<file path="config.mk">
export PLATFORM = sky130hd
export DESIGN_NAME = adc_idelay_tap_ctrl
export DESIGN_NICKNAME = d
export VERILOG_FILES = /design/src/rtl/adc_idelay_tap_ctrl.sv
export SDC_FILE = /design/constraint.sdc
export NUM_CORES = 1
export LEC_CHECK = 0
export ABC_AREA = 1
export BUFFER_PORTS_ARGS = -buffer_cell sky130_fd_sc_hd__clkbuf_2
export CORE_ASPECT_RATIO = 1.5
export CORE_UTILIZATION = 63
export CTS_BUF_LIST = sky130_fd_sc_hd__clkbuf_4
export CTS_CLUSTER_DIAMETER = 40
export DETAILED_ROUTE_END_ITERATION = 8
export PLACE_DENSITY = 0.88
export SYNTH_ARGS = -nofsm -noshare
export SYNTH_HDL_FRONTEND = slang
export SYNTH_SLANG_ARGS = --single-unit
</file>
<file path="constraint.sdc">
create_clock -name user_clk -period 4.91 [get_ports user_clk]
set_input_delay 0.2455 -clock user_clk [delete_from_list [all_inputs] [get_ports user_clk]]
set_output_delay 0.2455 -clock user_clk [all_outputs]
set_load 0.01 [all_outputs]
</file>
<file path="src/rtl/adc_idelay_tap_ctrl.sv">
// Purpose: turns one ADC delay-register word into timed IODELAY CE/INC/RST pulses and tracks per-lane taps.
// Latency: a command is accepted one cycle after its bit31 toggle, and status_word is registered one cycle behind live state.
// Backpressure: none; a toggle that arrives while busy is dropped and flagged sticky in status_word[30].
module adc_idelay_tap_ctrl #(
  parameter int NUM_LANES = 8,
  parameter int TAP_WIDTH = 5,
  parameter int PULSE_GAP = 4
) (
  input  logic                 user_clk,
  input  logic                 user_rst_n,
  input  logic [31:0]          cmd_word,
  output logic [NUM_LANES-1:0] idelay_ce,
  output logic                 idelay_inc,
  output logic [NUM_LANES-1:0] idelay_rst,
  output logic                 busy,
  output logic [31:0]          status_word
);

  localparam int IDX_W = (NUM_LANES > 1) ? $clog2(NUM_LANES) : 1;
  localparam int GAP_W = (PULSE_GAP > 2) ? $clog2(PULSE_GAP - 1) : 1;
  localparam logic [IDX_W-1:0] IDX_LAST = IDX_W'(NUM_LANES - 1);
  // GAP holds PULSE_GAP-1 cycles, so it counts down from PULSE_GAP-2 to 0
  localparam logic [GAP_W-1:0] GAP_LOAD = GAP_W'(PULSE_GAP - 2);

  typedef enum logic [2:0] {S_IDLE, S_SCAN, S_STEP, S_GAP, S_RSTP, S_DONE} state_t;

  state_t                 state_q, state_d;
  logic                   primed_q, primed_d;
  logic                   toggle_ref_q, toggle_ref_d;
  logic [1:0]             op_q, op_d;
  logic [NUM_LANES-1:0]   mask_q, mask_d;
  logic [TAP_WIDTH-1:0]   target_q, target_d;
  logic [IDX_W-1:0]       idx_q, idx_d;
  logic [GAP_W-1:0]       gap_q, gap_d;
  logic [TAP_WIDTH-1:0]   tap_q [NUM_LANES];
  logic [TAP_WIDTH-1:0]   tap_d [NUM_LANES];
  logic [7:0]             count_q, count_d;
  logic                   dropped_q, dropped_d;
  logic [31:0]            status_q, status_d;
  logic [TAP_WIDTH-1:0]   rb_tap;
  logic [2:0]             rb_sel;
  logic                   unused_cmd_bits;

  // Fields not decoded here still belong to the register word
  assign unused_cmd_bits = ^cmd_word;
  assign rb_sel          = cmd_word[26:24];
  assign status_word     = status_q;

  // State registers; reset zeroes trackers and forces a re-prime
  always_ff @(posedge user_clk or negedge user_rst_n) begin
    if (!user_rst_n) begin
      state_q      <= S_IDLE;
      primed_q     <= 1'b0;
      toggle_ref_q <= 1'b0;
      op_q         <= '0;
      mask_q       <= '0;
      target_q     <= '0;
      idx_q        <= '0;
      gap_q        <= '0;
      count_q      <= '0;
      dropped_q    <= 1'b0;
      status_q     <= '0;
      for (int l = 0; l < NUM_LANES; l++) tap_q[l] <= '0;
    end else begin
      state_q      <= state_d;
      primed_q     <= primed_d;
      toggle_ref_q <= toggle_ref_d;
      op_q         <= op_d;
      mask_q       <= mask_d;
      target_q     <= target_d;
      idx_q        <= idx_d;
      gap_q        <= gap_d;
      count_q      <= count_d;
      dropped_q    <= dropped_d;
      status_q     <= status_d;
      for (int l = 0; l < NUM_LANES; l++) tap_q[l] <= tap_d[l];
    end
  end

  // Command acceptance, sequencing FSM, pulse outputs and status assembly
  always_comb begin
    state_d      = state_q;
    primed_d     = primed_q;
    toggle_ref_d = toggle_ref_q;
    op_d         = op_q;
    mask_d       = mask_q;
    target_d     = target_q;
    idx_d        = idx_q;
    gap_d        = gap_q;
    count_d      = count_q;
    dropped_d    = dropped_q;
    tap_d        = tap_q;
    idelay_ce    = '0;
    idelay_inc   = 1'b0;
    idelay_rst   = '0;
    busy         = (state_q != S_IDLE);
    rb_tap       = '0;
    status_d     = '0;

    if (!primed_q) begin
      // Absorb whatever bit31 software left behind before reset released
      primed_d     = 1'b1;
      toggle_ref_d = cmd_word[31];
    end else if (cmd_word[31] != toggle_ref_q) begin
      toggle_ref_d = cmd_word[31];
      if (state_q == S_IDLE) begin
        op_d      = cmd_word[30:29];
        mask_d    = cmd_word[8 +: NUM_LANES];
        target_d  = cmd_word[TAP_WIDTH-1:0];
        idx_d     = '0;
        dropped_d = 1'b0;
        case (cmd_word[30:29])
          2'b00:   state_d = S_SCAN;
          2'b01:   state_d = S_RSTP;
          default: state_d = S_DONE;
        endcase
      end else begin
        dropped_d = 1'b1;
      end
    end

    case (state_q)
      S_SCAN: begin
        if (mask_q[idx_q] && (tap_q[idx_q] != target_q)) begin
          state_d = S_STEP;
        end else if (idx_q == IDX_LAST) begin
          state_d = S_DONE;
        end else begin
          idx_d = idx_q + IDX_W'(1);
        end
      end
      S_STEP: begin
        idelay_ce[idx_q] = 1'b1;
        idelay_inc       = (target_q > tap_q[idx_q]);
        if (target_q > tap_q[idx_q]) tap_d[idx_q] = tap_q[idx_q] + TAP_WIDTH'(1);
        else                         tap_d[idx_q] = tap_q[idx_q] - TAP_WIDTH'(1);
        gap_d   = GAP_LOAD;
        state_d = S_GAP;
      end
      S_GAP: begin
        if (gap_q == '0) state_d = S_SCAN;
        else             gap_d   = gap_q - GAP_W'(1);
      end
      S_RSTP: begin
        idelay_rst = mask_q;
        for (int l = 0; l < NUM_LANES; l++) begin
          if (mask_q[l]) tap_d[l] = '0;
        end
        state_d = S_DONE;
      end
      S_DONE: begin
        count_d = count_q + 8'd1;
        state_d = S_IDLE;
      end
      default: ;
    endcase

    if (int'(rb_sel) < NUM_LANES) rb_tap = tap_q[rb_sel[IDX_W-1:0]];
    status_d[31]              = busy;
    status_d[30]              = dropped_q;
    status_d[23:16]           = count_q;
    status_d[TAP_WIDTH-1:0]   = rb_tap;
  end

endmodule

</file>
==> qor.yml, run 1 <==
run_status:
  status: "complete, no violations"
worst_setup_path:
  crit_fanout: 26
  r2r_end: "tap_q[36]$_DFFE_PN0P_"
  reg2reg_depth: 14
  worstPathRequired_ns: 5.23
  critPathArrivalTime_ns: 4.13
  path_class: "reg2reg"
  worstSetupStartpointType: "register"
  r2r_start: "idx_q[0]$_DFF_PN0_"
  end_kind: "register"
  rrSetupSlack_ns: 1.10
  startpoint: "idx_q[0]$_DFF_PN0_"
floorplan:
  die_h_um: 108
  die_area_mm2: 0.00788
  die_x_um: 72.8
  io_pins: 84
  core_area_mm2: 0.00727
  fp-row-count: 38
  start_util_pct: 65.1
clock_tree:
  hold_buffers: 8
  cts_max_level: 3
  root_buffer: "clkbuf_4"
  insertion_delay_ns: 0.46
  ctsResizeCount: 0
  post-cts-setup-buffer-count: 0
  numCtsBuffers: 9
  cts_buffer_depth: 2
  clock-sinks: 87
  cts_tree: "built"
  cts.clk_slew.worst_paths_ns: 0.14
routing:
  ant_nets: 0
  via_per_inst: 5.43
  vias: 4269
  first_pass_iters: 5
  drt_iter0_markers: 355
  drcViolationCount: 0
  wl_mm: 11.9
  wl_per_cell_um: 15.1
worst_hold_path:
  whs_path_depth: 3
  hp-class: "in2reg"
  whs_endpoint: "target_q[1]$_DFFE_PN0P_"
  hold_start: "cmd_word[1]"
synthesis:
  postSynthAreaPerCell_um2: 7.59
  synth_seq_area_share_pct: 46.0
  syn_area_mm2: 0.00474
  synth.top_cell.area_share_pct: 46.0
  synth_edf_count: 0
  synth_ff_type: "dfrtp_1"
  yosys_warnings: 0
  async_flop_share_pct: 100
  synth.most_common_cell: "nand2_1"
  synth_top_area_cell: "dfrtp_1"
  yosysUniqueCellTypes: 35
  synth_commonest_cells: "211 x nand2_1, 87 x dfrtp_1, 74 x inv_1"
  synthTopCellsByArea: "dfrtp_1 46%, nand2_1 17%, inv_1 5.9%, nor2_1 4.8%, o21ai_0 4.3%"
  netlist_instances: 624
  synth-seq-cells: 87
timing:
  fmax_ghz: 0.262
  period_share_pct: 77.6
  tightest_slew_ns: 1.07
  clock-skew-final_ns: 0.0229
  rsz0062_at_grt: "no"
  whs_ns: 0.0144
  setup_violations: 0
  hold_viol: 0
  slew_viol_final: 0
  final.setup.tns_ns: 0
  max_slew_margin_pct: 28.5
  timing.final.crit_period_ns: 3.81
layout:
  fin_cells: 786
  nNetsFinal: 726
  syn2layout_area_growth_pct: 9.75
  n_antenna_cell: 0
  drive_gt1_share_pct: 14.1
grt:
  use_met1_pct: 36.8
  grt.met3_usage_pct: 4.66
  grt_pass1_wl_mm: 19.2
  grt_pass1_vias: 4217
  use_met2_pct: 54.7
  grt_max_degree: 88
  grt_antenna_before_repair: 0
  gr-total-overflow: 0
  top_usage_layer: "met2"
  grt_use_total_pct: 32.6
power:
  internal-power_mw: 1.72
  p_seq_share_pct: 33.0
  ir_drop_mv: 0.588
  p_sw_mw: 1.87
  pwr_density_cell_mw_per_mm2: 690
  power.share.switching_pct: 52.0
  p_leak_nw: 2.78
  power_frac_clock_pct: 11.6
  p_comb_share_pct: 55.4
  fin_total_pwr_mw: 3.59
placed_design:
  gp_congestion: 0.934
  place.detailed.hpwl_mm: 8.44
  place_inst: 762
  port_buffers: 53
flow_run:
  drv_cap: 0
-- cells by family after synthesis --
group	synth area share, %
AOI/OAI and AO/OA	9.88
xor gates and xnor gates	2.01
adders and majority gates	2.91
buffers and inverters	11.2
DFF	46.0
other	0.159
and+or+nand+nor	27.9
-- stage by stage --
stage | instance area, um2 | setup WS [ns] | util (%)
after floorplan | 4800 | 2.40 | -
after global placement | 4980 | 1.33 | 68.4
after detailed placement | 4980 | 1.20 | 68.4
after CTS | 5200 | 1.17 | 71.5
after global routing | 5200 | 0.725 | 71.5
final | 5200 | 1.10 | 71.5
-- metal layers --
| metal | vias to the layer above | routed length (um) |
|---|---|---|
| met5 | - | 0 |
| met4 | 0 | 699 |
| met3 | 50 | 676 |
| met2 | 209 | 6030 |
| met1 | 1987 | 4450 |
| li1 | 2023 | - |
-- final cells by class --
type                            instances  area (um2)
Sequential cell                        87        2180
Multi-Input combinational cell        440        2090
Timing Repair Buffer                   62         355
Fill cell                             570        2080
Tap cell                              100         125
Clock buffer                           11        82.6
Clock inverter                          5        58.8
Inverter                               81         309
-- power groups by stage --
| stage | combinational (mW) | sequential (mW) | clock (mW) |
|---|---|---|---|
| 2_1_floorplan | 1.44 | 1.11 | 0 |
| 3_3_place_gp | 1.84 | 1.18 | 0 |
| 3_5_place_dp | 1.92 | 1.19 | 0 |
| 4_1_cts | 1.93 | 1.18 | 0.414 |
| 5_1_grt | 2.18 | 1.21 | 0.446 |
| 6_report | 1.99 | 1.19 | 0.417 |
-- worst max-delay path by stage --
stage	end	slack (ns)	cells past startpoint
global placement	tap_q[1]$_DFFE_PN0P_	1.33	14
CTS	tap_q[21]$_DFFE_PN0P_	1.17	14
finish	tap_q[36]$_DFFE_PN0P_	1.10	14
global route	tap_q[21]$_DFFE_PN0P_	0.73	14
detailed placement	tap_q[21]$_DFFE_PN0P_	1.20	14
floorplan	tap_q[17]$_DFFE_PN0P_	2.40	20
-- flip-flops by register name (all words and copies together) (netlist names), 2 cells and up --
| name | cells |
|---|---|
| tap_q | 40 |
| status_word | 15 |
| gap_q | 2 |
| count_q | 8 |
| idx_q | 3 |
| state_q | 3 |
| target_q | 5 |
| mask_q | 8 |
-- layout by cell type (no fill, tap or decap), drive strengths merged, types with 2 or more instances in the layout --
cell,instances
dlygate4sd3,8
nor3,3
nand3,19
dfrtp,87
nand2,216
nand4,7
a31oi,5
clkinvlp,2
ha,11
xnor2,2
xor2,8
nand3b,2
nor2,69
o21ai,43
a21oi,19
buf,2
a221oi,2
o22ai,12
clkbuf,63
inv,79
clkinv,4
conb,18
-- worst max-delay path, cell delays in order, from the launching register on --
cell	delay, ns
dfrtp_1	0.98
inv_6	0.21
o21ai_0	0.24
nand2_1	0.07
nand2_1	0.07
nand2_1	0.04
nand2_1	0.12
inv_1	0.09
ha_1	0.30
nand2_1	0.08
nor3_1	0.23
nor2_1	0.11
nor2_4	0.17
xor2_1	0.79
o21ai_0	0.16
Power figures use the tool's default switching activity.
==> run 2, diff against run 1 <==
--- a/config.mk
+++ b/config.mk
@@ -5,14 +5,14 @@
 export SDC_FILE = /design/constraint.sdc
 export NUM_CORES = 1
 export LEC_CHECK = 0
-export ABC_AREA = 1
+export ABC_AREA = 0
 export BUFFER_PORTS_ARGS = -buffer_cell sky130_fd_sc_hd__clkbuf_2
 export CORE_ASPECT_RATIO = 1.5
-export CORE_UTILIZATION = 63
+export CORE_UTILIZATION = 58
 export CTS_BUF_LIST = sky130_fd_sc_hd__clkbuf_4
 export CTS_CLUSTER_DIAMETER = 40
 export DETAILED_ROUTE_END_ITERATION = 8
-export PLACE_DENSITY = 0.88
+export PLACE_DENSITY = 0.83
 export SYNTH_ARGS = -nofsm -noshare
 export SYNTH_HDL_FRONTEND = slang
 export SYNTH_SLANG_ARGS = --single-unit
==> constraint.sdc (replaced) <==
create_clock -name user_clk -period 3.8 [get_ports user_clk]
set_input_delay 0.19 -clock user_clk [delete_from_list [all_inputs] [get_ports user_clk]]
set_output_delay 0.19 -clock user_clk [all_outputs]
set_load 0.01 [all_outputs]
==> run 2 against run 1 <==
  * Combinational power is essentially flat
  * Via count shrank 21%
  * Sequential cell count is the same
  * Worst hold slack gained 0.14 ns
==> qor.yml, run 2 <==
routing:
  drt_iter0_markers: 234  # -34%
  wl_per_cell_um: 18.1  # +20%
  via_per_inst: 6.01  # +11%
  drcViolationCount: 0  # unchanged
  first_pass_iters: 4  # -1
  wl_mm: 10.2  # -14%
  vias: 3377  # -21%
  ant_nets: 0  # unchanged
timing:
  max_slew_margin_pct: 28.1  # -0.36 points
  slew_viol_final: 0  # unchanged
  period_share_pct: 91.9  # +14 points
  setup_violations: 0  # unchanged
  fmax_ghz: 0.286  # +9.1%
  clock-skew-final_ns: 0.0134  # -0.00946 ns
  timing.final.crit_period_ns: 3.49  # -0.317 ns
  tightest_slew_ns: 1.08  # +0.00534 ns
  rsz0062_at_grt: "no"
  hold_viol: 0  # unchanged
  final.setup.tns_ns: 0  # unchanged
layout:
  fillers: 565  # -0.88%
  top_register: "tap_q"
  fin_cells: 562  # -28%
  utilization_pct: 67.0  # -4.5 points
  largest_register_ffs: 40  # unchanged
  regArea_mm2: 0.00218  # unchanged
  final_area_mm2: 0.00506  # -2.6%
  final_common_cell: "dfrtp_1"
  n_antenna_cell: 0  # unchanged
  most-common-layout-cells: "87 x dfrtp_1, 52 x clkbuf_2, 51 x nand3_1, 31 x o21ai_0, 24 x inv_1"
  drive_gt1_share_pct: 28.0  # +14 points
  multi_input_area_mm2: 0.00207  # -0.84%
  syn2layout_area_growth_pct: 11.9
  nNetsFinal: 500  # -31%
grt:
  grt_pass1_vias: 3317  # -21%
  grt_max_degree: 88  # unchanged
  grt_pass1_wl_mm: 16.5  # -14%
  grt_antenna_before_repair: 0  # unchanged
  grt_use_total_pct: 27.9  # -4.7 points
  gr-total-overflow: 0  # unchanged
power:
  internal-power_mw: 2.27  # +31%
  power.share.switching_pct: 43.2  # -8.8 points
  pwr_density_cell_mw_per_mm2: 788  # +14%
  ir_drop_mv: 0.514  # -12%
  p_comb_share_pct: 50.0  # -5.4 points
  p_sw_mw: 1.72  # -7.6%
  p_leak_nw: 2.49  # -10%
  p_seq_share_pct: 38.8  # +5.8 points
  fin_total_pwr_mw: 3.99  # +11%
  power_frac_clock_pct: 11.2  # -0.4 points
worst_setup_path:
  worstSetupStartpointType: "register"
  startpoint: "idx_q[2]$_DFF_PN0_"
  r2r_start: "idx_q[2]$_DFF_PN0_"
  critPathArrivalTime_ns: 3.86  # -0.27 ns
  path_class: "reg2reg"
  reg2reg_depth: 11  # -3
  crit_fanout: 13  # -50%
  worstPathRequired_ns: 4.17  # -1.06 ns
  end_kind: "register"
synthesis:
  async_flop_share_pct: 100  # unchanged
  synth_top_area_cell: "dfrtp_1"
  synth_seq_area_share_pct: 48.1  # +2.2 points
  yosys_warnings: 0  # unchanged
  synth.top_cell.area_share_pct: 48.1  # +2.2 points
  syn_area_mm2: 0.00452  # -4.5%
  synth_edf_count: 0  # unchanged
  synth_ff_type: "dfrtp_1"
  synth_commonest_cells: "87 x dfrtp_1, 51 x nand3_1, 31 x o21ai_0"
  synth.most_common_cell: "dfrtp_1"
  netlist_instances: 391  # -37%
  synth-seq-cells: 87  # unchanged
  postSynthAreaPerCell_um2: 11.6  # +52%
  synthTopCellsByArea: "dfrtp_1 48%, mux4_2 6.5%, nand3_1 5.6%, mux2_2 5.2%, mux4_1 4.1%"
  yosysUniqueCellTypes: 46  # +31%
placed_design:
  gp_congestion: 0.840  # -10%
  port_buffers: 53  # unchanged
  post_dp_cell_area_mm2: 0.00481  # -3.4%
  place_inst: 531  # -30%
  place.detailed.hpwl_mm: 7.02  # -17%
clock_tree:
  cts.clk_slew.worst_paths_ns: 0.13  # about the same
  root_buffer: "clkbuf_4"
  cts_buffer_depth: 2  # unchanged
  cts_max_level: 3  # unchanged
  cts_tree: "built"
  insertion_delay_ns: 0.45  # about the same
  numCtsBuffers: 9  # unchanged
  ctsResizeCount: 0  # unchanged
  clock-sinks: 87  # unchanged
floorplan:
  die_x_um: 74.1  # +1.8%
  die_h_um: 110  # +1.8%
  io_pins: 84  # unchanged
  die_area_mm2: 0.00817  # +3.7%
  fp-row-count: 39  # +2.6%
  core_area_mm2: 0.00756  # +4.0%
  start_util_pct: 59.8  # -5.3 points
run_status:
  status: "complete, no violations"
worst_hold_path:
  hold_start: "cmd_word[26]"
  hp-class: "in2reg"
  whs_path_depth: 2  # -1
flow_run:
  drv_cap: 0  # unchanged
-- run 2: changes by cell type in the layout (fill, tap and decap cells not counted), moves of 12 or more --
cell     change
a21oi_1     -12
mux2_2      +21
nand2_1    -193
mux4_2      +13
o22ai_1     -12
nor2_1      -54
inv_1       -50
nand3_1     +37
-- run 2: final cells by class --
cell class / count / share of cell area, %
sequential: 87 / 43.0
clock inverter: 5 / 0.494
clock buffer: 11 / 1.63
tap: 102 / 2.52
multi-input combinational: 255 / 40.9
inverter: 25 / 1.85
timing repair buffer: 77 / 9.58
-- run 2: worst paths after layout --
kind                                             end  slack [ns]
setup / recovery               tap_q[13]$_DFFE_PN0P_        0.31
setup reg to reg               tap_q[13]$_DFFE_PN0P_        0.31
hold reg to reg            status_word[30]$_DFF_PN0_        0.40
hold / removal              status_word[0]$_DFF_PN0_        0.16
max in group asynchronous   status_word[3]$_DFF_PN0_        2.63
min in group asynchronous  status_word[21]$_DFF_PN0_        0.44
-- run 2: stage by stage --
step / setup slack, ns / hold slack [ns]
2_1_floorplan: 0.310 / -0.106
3_3_place_gp: 0.477 / 0.325
3_5_place_dp: 0.379 / 0.327
4_1_cts: 0.353 / 0.140
5_1_grt: 0.108 / 0.135
6_report: 0.307 / 0.155
-- run 2: kinds of logic after synthesis --
kind of cell,synth area share [%]
xor+xnor,1.94
buf+inv,7.38
mux,17.7
fa+ha+maj,3.04
compound gates,10.2
simple gates,11.5
other cells,0.166
flops,48.1
-- run 2: what timing repair did --
action	4_1_cts	5_1_grt
buffers inserted	0	0
hold buffers	15	0
endpoints found under the hold margin	101	0
-- run 2: metal layers --
layer | vias to the layer above | GRT usage [%] | part of all wire, %
met4 | 0 | 15.0 | 3.8
met3 | 38 | 5.82 | 7.2
met2 | 171 | 47.6 | 53
li1 | 1509 | - | -
met1 | 1659 | 32.5 | 36
met5 | - | 0 | 0
-- run 2: critical path: stages (launching register included) --
cell and delay, ns:
dfrtp_1 0.79, nor2_1 0.12, nand2_1 0.09, a21oi_1 0.06, a211oi_1 0.42, ha_1 0.36
and3_1 0.16, and3_1 0.21, a31o_2 0.27, or4_4 0.44, and3_4 0.26, o31ai_2 0.23
-- run 2: power groups by stage --
stage,Sequential [mW],Clock [mW],Combinational (mW)
after global placement,1.53,0,1.85
final,1.55,0.447,1.99
after floorplan,1.46,0,1.54
after global routing,1.59,0.487,2.18
after CTS,1.54,0.453,1.98
after detailed placement,1.56,0,1.96
==> run 3, diff against run 2 <==
--- a/config.mk
+++ b/config.mk
@@ -13,6 +13,7 @@
 export CTS_CLUSTER_DIAMETER = 40
 export DETAILED_ROUTE_END_ITERATION = 8
 export PLACE_DENSITY = 0.83
+export SETUP_SLACK_MARGIN = 0.5
 export SYNTH_ARGS = -nofsm -noshare
 export SYNTH_HDL_FRONTEND = slang
 export SYNTH_SLANG_ARGS = --single-unit
==> run 3 against run 2 <==
  * Critical path depth fell by 1
  * Clock power increased by 24%
  * Cell count up 2.3%
  * Clock skew grew 0.0059 ns
  * Combinational power rose by 20%
  * Largest cell class unchanged
==> qor.yml, run 3 (same netlist as run 2, synthesis figures left out) <==
run_status:
  status: "complete, no violations"
worst_setup_path:
  rrSetupSlack_ns: 0.48  # +0.17 ns
  critical_path.slowest_cell: "dfrtp_2"
  reg2reg_depth: 10  # -1
  crit_buf_inv: 1  # +1
  path_class: "reg2reg"
  crit_family: "compound AO/OA/AOI/OAI gates"
  worstPathRequired_ns: 4.14  # -0.03 ns
  end_kind: "register"
  crit_path_cell_trace: "buf_12 > mux4_2 > mux2i_4 > ha_1 > nor2b_1 > o21ai_1 > a31o_4 > nand4_1 > and3_2 > o31ai_1"
  crit_fanout: 8  # -5
  worstSetupStartpointType: "register"
  r2r_start: "idx_q[0]$_DFF_PN0_"
  r2r_end: "tap_q[24]$_DFFE_PN0P_"
  cpPeakStageDelay_ns: 0.53  # -0.26 ns
  critPathArrivalTime_ns: 3.66  # -0.20 ns
timing:
  setup_violations: 0  # unchanged
  timing.final.crit_period_ns: 3.32  # -0.175 ns
  max_slew_margin_pct: 28.5  # +0.36 points
  tightest_slew_ns: 1.07  # -0.00544 ns
  slew_viol_final: 0  # unchanged
  fmax_ghz: 0.301  # +5.3%
  period_share_pct: 87.3  # -4.6 points
  hold_viol: 0  # unchanged
  final.setup.tns_ns: 0  # unchanged
  worst_slack_ns: 0.481  # +0.175 ns
  clock-skew-final_ns: 0.0193  # +0.00589 ns
  rsz0062_at_grt: "yes"
layout:
  syn2layout_area_growth_pct: 17.9
  multi_input_area_mm2: 0.00217  # +4.8%
  final_common_cell: "dfrtp_1"
  n_antenna_cell: 0  # unchanged
  regArea_mm2: 0.00218  # +0.11%
  top_register: "tap_q"
  fillers: 517  # -8.5%
  largest_register_ffs: 40  # unchanged
  utilization_pct: 70.5  # +3.6 points
  nNetsFinal: 513  # +2.6%
  drive_gt1_share_pct: 32.6  # +4.5 points
  most-common-layout-cells: "85 x dfrtp_1, 52 x clkbuf_2, 51 x nand3_1, 30 x o21ai_0, 24 x inv_1"
routing:
  wl_mm: 10.1  # -0.93%
  ant_nets: 0  # unchanged
  wl_per_cell_um: 17.5  # -3.2%
  drt_iter0_markers: 173  # -26%
  via_per_inst: 5.89  # -2.1%
  drcViolationCount: 0  # unchanged
  first_pass_iters: 4  # unchanged
  vias: 3384  # +0.21%
clock_tree:
  cts_max_level: 3  # unchanged
  cts.clk_slew.worst_paths_ns: 0.14  # about the same
  insertion_delay_ns: 0.48  # +0.03 ns
  root_buffer: "clkbuf_4"
  cts_tree: "built"
  clock-sinks: 87  # unchanged
  numCtsBuffers: 9  # unchanged
  cts_buffer_depth: 2  # unchanged
grt:
  grt_use_total_pct: 27.2  # -0.70 points
  grt_pass1_wl_mm: 16.1  # -2.5%
  grt_antenna_before_repair: 0  # unchanged
  grt_max_degree: 88  # unchanged
  gr-total-overflow: 0  # unchanged
  grt_pass1_vias: 3310  # -0.21%
floorplan:
  fp-row-count: 39  # unchanged
  die_h_um: 110  # unchanged
  io_pins: 84  # unchanged
  die_x_um: 74.1  # unchanged
  die_area_mm2: 0.00817  # unchanged
  start_util_pct: 59.8  # unchanged
  core_area_mm2: 0.00756  # unchanged
power:
  p_leak_nw: 2.58  # +3.3%
  ir_drop_mv: 0.705  # +37%
  pwr_density_cell_mw_per_mm2: 845  # +7.3%
placed_design:
  gp_congestion: 0.921  # +9.6%
  place.detailed.hpwl_mm: 6.89  # -1.8%
  port_buffers: 53  # unchanged
  dp_slack_ns: 0.205  # -0.175 ns
worst_hold_path:
  whs_path_depth: 2  # unchanged
  hold_start: "cmd_word[26]"
  hp-class: "in2reg"
  whs_endpoint: "status_word[0]$_DFF_PN0_"
flow_run:
  drv_cap: 0  # unchanged
==> run 3: per-layer routing <==
layer	global-route usage, %	vias to the layer above	part of all wire [%]
met5	0	-	0
li1	-	1542	-
met4	18.7	0	4.2
met2	45.3	129	54
met3	3.27	36	4.4
met1	32.5	1677	38
==> run 3: metrics by stage <==
stage	total power [mW]	std cells	instance area (um2)	hold slack, ns
finish	4.51	575	5340	0.102
global route	4.81	575	5340	0.0907
CTS	4.30	567	5210	0.0735
detailed placement	3.63	529	4830	0.325
global placement	3.49	529	4830	0.327
floorplan	3.08	407	4620	-0.106
==> run 3: cell type report <==
class | instances | area share (%)
sequential | 87 | 40.9
tap | 102 | 2.39
clock buffer | 9 | 1.27
multi-input combinational | 255 | 40.7
inverter | 25 | 1.76
timing repair buffer | 90 | 11.5
clock inverter | 7 | 1.52
==> run 3: worst reg2reg max path: stages, from the launching register on <==
cell and delay [ns]:
dfrtp_2 0.53, buf_12 0.16, mux4_2 0.52, mux2i_4 0.24, ha_1 0.29, nor2b_1 0.14
o21ai_1 0.22, a31o_4 0.24, nand4_1 0.18, and3_2 0.32, o31ai_1 0.37
==> run 3: how the worst max path moves through the flow <==
| stage | from | to | depth (start not counted) | slack [ns] |
|---|---|---|---|---|
| 2_1_floorplan | idx_q[0]$_DFF_PN0_ | tap_q[23]$_DFFE_PN0P_ | 12 | 0.51 |
| 3_3_place_gp | idx_q[0]$_DFF_PN0_ | tap_q[3]$_DFFE_PN0P_ | 10 | 0.26 |
| 3_5_place_dp | idx_q[0]$_DFF_PN0_ | tap_q[23]$_DFFE_PN0P_ | 10 | 0.20 |
| 4_1_cts | idx_q[0]$_DFF_PN0_ | idelay_inc | 9 | 0.50 |
| 5_1_grt | idx_q[0]$_DFF_PN0_ | tap_q[24]$_DFFE_PN0P_ | 10 | 0.40 |
| 6_report | idx_q[0]$_DFF_PN0_ | tap_q[24]$_DFFE_PN0P_ | 10 | 0.48 |
==> run 3: what timing repair did <==
| action | in CTS | in global routing |
|---|---|---|
| setup endpoints to repair | 25 | 17 |
| setup buffers | 7 | 8 |
| hold buffers | 15 | 0 |
| resized for setup | 4 | 9 |
| pin swaps | 3 | 6 |
| endpoints found under the hold margin | 101 | 0 |
==> run 3: report_power, final <==
| group | internal [mW] | switching (mW) | leakage (nW) |
|---|---|---|---|
| Sequential | 1.26 | 0.320 | 1.12 |
| Clock | 0.208 | 0.345 | 0.0771 |
| Combinational | 1.12 | 1.26 | 1.38 |
| Total | 2.59 | 1.92 | 2.58 |
